### src/rtl/instr_fetch_unit.sv
// Instruction fetch: owns the PC, requests words from imem and
// queues them in a 2-entry buffer for decode, with redirect/flush.
module instr_fetch_unit #(
    parameter logic [31:0] RESET_PC  = 32'h0000_0000,
    parameter int          BUF_DEPTH = 2,
    parameter logic [31:0] NOP_INSTR = 32'h0000_0013
) (
    input  logic        clk,
    input  logic        rst,
    output logic        imem_req,
    output logic [31:0] imem_addr,
    input  logic        imem_ack,
    input  logic [31:0] imem_rdata,
    input  logic        redirect,
    input  logic [31:0] redirect_pc,
    output logic [31:0] instr,
    output logic [31:0] instr_pc,
    output logic        instr_valid,
    input  logic        instr_ready
);

    localparam logic [1:0] DEPTH = 2'(BUF_DEPTH);

    typedef enum logic {
        FETCH,
        FLUSH
    } state_e;

    state_e      state_q, state_d;
    logic [31:0] pc_q, pc_d;
    logic [31:0] addr_q, addr_d;
    logic        outst_q, outst_d;
    logic [1:0]  cnt_q, cnt_d;
    logic [31:0] ins_q [2];
    logic [31:0] ins_d [2];
    logic [31:0] pcb_q [2];
    logic [31:0] pcb_d [2];

    logic        pop;
    logic        req_raw;
    logic [1:0]  cnt_pop;
    logic [31:0] tgt;

    assign instr_valid = (cnt_q != 2'd0);
    assign instr       = instr_valid ? ins_q[0] : NOP_INSTR;
    assign instr_pc    = instr_valid ? pcb_q[0] : 32'h0;
    assign pop         = instr_valid & instr_ready;
    assign cnt_pop     = cnt_q - {1'b0, pop};
    assign tgt         = redirect_pc & 32'hFFFF_FFFC;

    // A request is only raised when a slot is free by the time data lands.
    assign req_raw   = (state_q == FLUSH) | outst_q | (cnt_q < DEPTH) | pop;
    assign imem_req  = req_raw & ~rst;
    assign imem_addr = (state_q == FLUSH) ? addr_q : pc_q;

    always_comb begin
        state_d = state_q;
        pc_d    = pc_q;
        addr_d  = addr_q;
        outst_d = outst_q;
        cnt_d   = cnt_q;
        ins_d   = ins_q;
        pcb_d   = pcb_q;
        if (pop) begin
            ins_d[0] = ins_q[1];
            pcb_d[0] = pcb_q[1];
        end
        unique case (state_q)
            FETCH: begin
                if (redirect) begin
                    cnt_d   = 2'd0;
                    pc_d    = tgt;
                    outst_d = 1'b0;
                    if (imem_req && !imem_ack) begin
                        state_d = FLUSH;
                        addr_d  = pc_q;
                        outst_d = 1'b1;
                    end
                end else begin
                    outst_d = imem_req & ~imem_ack;
                    cnt_d   = cnt_pop;
                    if (imem_req && imem_ack) begin
                        ins_d[cnt_pop[0]] = imem_rdata;
                        pcb_d[cnt_pop[0]] = pc_q;
                        cnt_d = cnt_pop + 2'd1;
                        pc_d  = pc_q + 32'd4;
                    end
                end
            end
            FLUSH: begin
                cnt_d = 2'd0;
                if (redirect) pc_d = tgt;
                if (imem_ack) begin
                    state_d = FETCH;
                    outst_d = 1'b0;
                end
            end
            default: state_d = FETCH;
        endcase
    end

    always_ff @(posedge clk) begin
        if (rst) begin
            state_q <= FETCH;
            pc_q    <= RESET_PC;
            addr_q  <= RESET_PC;
            outst_q <= 1'b0;
            cnt_q   <= 2'd0;
            for (int i = 0; i < 2; i++) begin
                ins_q[i] <= NOP_INSTR;
                pcb_q[i] <= 32'h0;
            end
        end else begin
            state_q <= state_d;
            pc_q    <= pc_d;
            addr_q  <= addr_d;
            outst_q <= outst_d;
            cnt_q   <= cnt_d;
            ins_q   <= ins_d;
            pcb_q   <= pcb_d;
        end
    end

endmodule

### config.mk
export PLATFORM = sky130hd
export DESIGN_NAME = instr_fetch_unit
export DESIGN_NICKNAME = d
export VERILOG_FILES = /design/src/rtl/instr_fetch_unit.sv
export SDC_FILE = /design/constraint.sdc
export NUM_CORES = 1
export LEC_CHECK = 0
export ABC_AREA = 1
export CAP_MARGIN = 25
export CORE_ASPECT_RATIO = 1.4
export CORE_MARGIN = 2
export CORE_UTILIZATION = 57
export DETAILED_ROUTE_END_ITERATION = 7
export GPL_TIMING_DRIVEN = 0
export PLACE_DENSITY = 0.89
export SLEW_MARGIN = 25
export SYNTH_ARGS = -nofsm -noshare
export SYNTH_HDL_FRONTEND = slang
export SYNTH_SLANG_ARGS = --single-unit
### constraint.sdc
create_clock -name clk -period 2.8 [get_ports clk]
set_input_delay 0.28 -clock clk [delete_from_list [all_inputs] [get_ports clk]]
set_output_delay 0.28 -clock clk [all_outputs]
set_load 0.01 [all_outputs]
==> results.cfg, run 1 <==
[run_status]
outcome = complete, no violations

[setup_path]
crit_arrival_ns = 2.40
critPathLaunchType = register
critPathRequiredTime_ns = 2.52
crit_type = reg -> out
rrSetupSlack_ns = 0.66
end_kind = primary output
reg2reg_depth = 8
crit_path_max_fanout = 10
regToRegEndpoint = pc_q[16]
rr_startpoint = pc_q[3]

[global_routing]
grt_overflow = 0
grt_pass1_wl_mm = 48.1
first_global_vias = 9710
track_usage_pct = 35.1
grt_max_degree = 17
grt_antenna_before_repair = 0

[power_and_ir_drop]
finalPower_uw = 6160
clock_power_share_pct = 39.5
leakage_uw = 0.00470
seq_power_share_pct = 47.1
powerDensity_mw_per_mm2 = 532
combPwrFrac_pct = 13.3
p_sw_share_pct = 27.2
power.internal_uw = 4490
vdd_drop_max_mv = 0.325
p_sw_uw = 1670

[place]
hpwl_mm = 22.5
numPortBuffers = 161
routabilityCongestion = 0.932

[sta]
min_period_ns = 2.68
finalCritPeriodShare_pct = 95.8
fmax_mhz = 373
grt_setup_unrepaired = no
slew_viol_final = 0
worstMarginPinSlew_ns = 0.932
finalSetupViolCount = 0
skew_ns = 0.00846
relSlewSlack_pct = 37.9
setup-tns-final_ns = 0
hold_violations = 0

[synthesis]
synth.most_common_cell = nor2_1
ys_seq_area_share_pct = 41.7
synth_top_cell_by_area = dfxtp_1
syn_inst = 1399
synth_top_area_share_pct = 41.7
async_flop_share_pct = 0
synthTopCellsByCount = nor2_1 (345), nand2_1 (238), o21ai_0 (228)
syn_area_per_cell_um2 = 6.53
synth_ff_type = dfxtp_1
ys_ff_latch = 190
synth_area_leaders = dfxtp_1 (42%), nor2_1 (14%), o21ai_0 (12%), nand2_1 (9.8%), a21oi_1 (4.9%)
yosysWarnings = 0
synth_cell_types = 38
netlist_area_mm2 = 0.00913
synth_edf_count = 0

[layout]
drive_gt1_share_pct = 6.28
diodes = 0
fin_nets = 1649
area_delta_synth_final_pct = 26.8

[detailed_routing]
dr_total_vias = 10100
wl_mm = 30.4
final_antenna_net_count = 0
dr.pass1.iters = 7
vias_per_cell = 5.64
drt_iter0_drc = 1007
drcViolationCount = 0
wl_per_cell_um = 17.0

[die]
num_rows = 54
io_pins = 167
dieArea_mm2 = 0.0171
start_util_pct = 58.5
placeableCoreArea_mm2 = 0.0156
die_w_um = 111
die_h_um = 154

[clocking]
post_cts_resized = 1
cts.sinks = 190
hold_buffers = 0
htree_levels = 4
cts_buffers = 17
clock_latency_ns = 0.44
cts_tree = done
path_clk_slew_ns = 0.07
clockBufferDepth = 2
clockRootBuffer = clkbuf_16
cts_setup_buffers = 0

[worst_hold_path]
hp-start = rst
hp-class = in -> reg
worstHoldPathCells = 2
whs_endpoint = pcb_q[33]

[job]
maxCapViolations = 0
how the worst max path moves through the flow:
stage          startpoint       endpoint  slack (ns)  cells after the start
6_report          state_q  imem_addr[15]        0.12                      5
5_1_grt           state_q  imem_addr[15]        0.05                      5
4_1_cts           state_q  imem_addr[15]        0.15                      5
3_5_place_dp     cnt_q[1]      instr[27]        0.26                      5
3_3_place_gp     cnt_q[1]      instr[27]        0.25                      5
2_1_floorplan     pc_q[3]       pc_q[16]        1.24                      9
stage by stage:
| step | setup slack, ns | cells | hold slack (ns) | utilization [%] | instance area [um2] |
|---|---|---|---|---|---|
| 2_1_floorplan | 1.24 | 1400 | 0.397 | - | 9140 |
| 3_3_place_gp | 0.254 | 1757 | 0.434 | 70.4 | 11000 |
| 6_report | 0.117 | 1788 | 0.263 | 74.2 | 11600 |
| 4_1_cts | 0.154 | 1788 | 0.247 | 74.2 | 11600 |
| 3_5_place_dp | 0.260 | 1757 | 0.437 | 70.4 | 11000 |
| 5_1_grt | 0.0524 | 1788 | 0.243 | 74.2 | 11600 |
metal layers:
layer	up-vias	global-route usage, %	share of wire [%]
li1	4797	-	-
met1	4590	40.3	37
met2	590	61.6	49
met3	112	4.61	7.9
met4	0	21.5	6.0
met5	-	0	0
power by group through the flow:
stage          Sequential, uW  Combinational, uW  Clock, uW
2_1_floorplan            2930                445          0
5_1_grt                  2910                895       2530
6_report                 2900                822       2440
4_1_cts                  2900                807       2430
3_5_place_dp             2960                800          0
3_3_place_gp             2960                785          0
cell families (layout without fill, tap and decap cells):
family                   Yosys count  count (layout)  share of synthesized area [%]
AO/OA/AOI/OAI                    357             357                           19.8
XOR/XNOR                           9               9                          0.863
adder cells (fa/ha/maj)            1               1                          0.137
buffers and inverters            208             400                           9.73
flip-flops                       190             190                           41.7
multiplexers                       1               1                          0.110
other                              1               2                         0.0411
AND/OR/NAND/NOR                  632             632                           27.6
area by class of cell:
cell class                 count  area, um2
fill                        1277       4030
timing repair buffer         161       1610
clock buffer                  20        447
multi-input combinational   1002       4440
tap                          196        245
inverter                     110        413
sequential                   190       3800
buffer                        97        473
clock inverter                12        139
sequential cells by signal, indices dropped and copies added (netlist names):
signal   cells
state_q      1
outst_q      1
pcb_q       62
pc_q        30
addr_q      30
ins_q       64
cnt_q        2
placed cells by master (no fill, tap or decap), types with 31 or more instances in the layout:
| cell | n |
|---|---|
| nor2_1 | 345 |
| nand2_1 | 238 |
| o21ai_0 | 228 |
| dfxtp_1 | 190 |
| clkdlybuf4s50_1 | 161 |
| inv_1 | 103 |
| a21oi_1 | 89 |
| clkbuf_1 | 40 |
| buf_2 | 37 |
| o21ai_1 | 31 |
worst max-delay path: stages, from the launching register on:
cell             delay, ns
dfxtp_1               0.32
buf_2                 0.24
buf_1                 0.50
nand2_1               0.12
o21ai_0               0.18
clkdlybuf4s50_1       0.61
No activity file was read; power rests on OpenSTA's default activity.
==> run 2, diff against run 1 <==
--- a/config.mk
+++ b/config.mk
@@ -13,7 +13,6 @@
 export DETAILED_ROUTE_END_ITERATION = 7
 export GPL_TIMING_DRIVEN = 0
 export PLACE_DENSITY = 0.89
-export SLEW_MARGIN = 25
 export SYNTH_ARGS = -nofsm -noshare
 export SYNTH_HDL_FRONTEND = slang
 export SYNTH_SLANG_ARGS = --single-unit
==> results of run 2 <==
Final layout, timing and power as in run 1 (identical DEF).
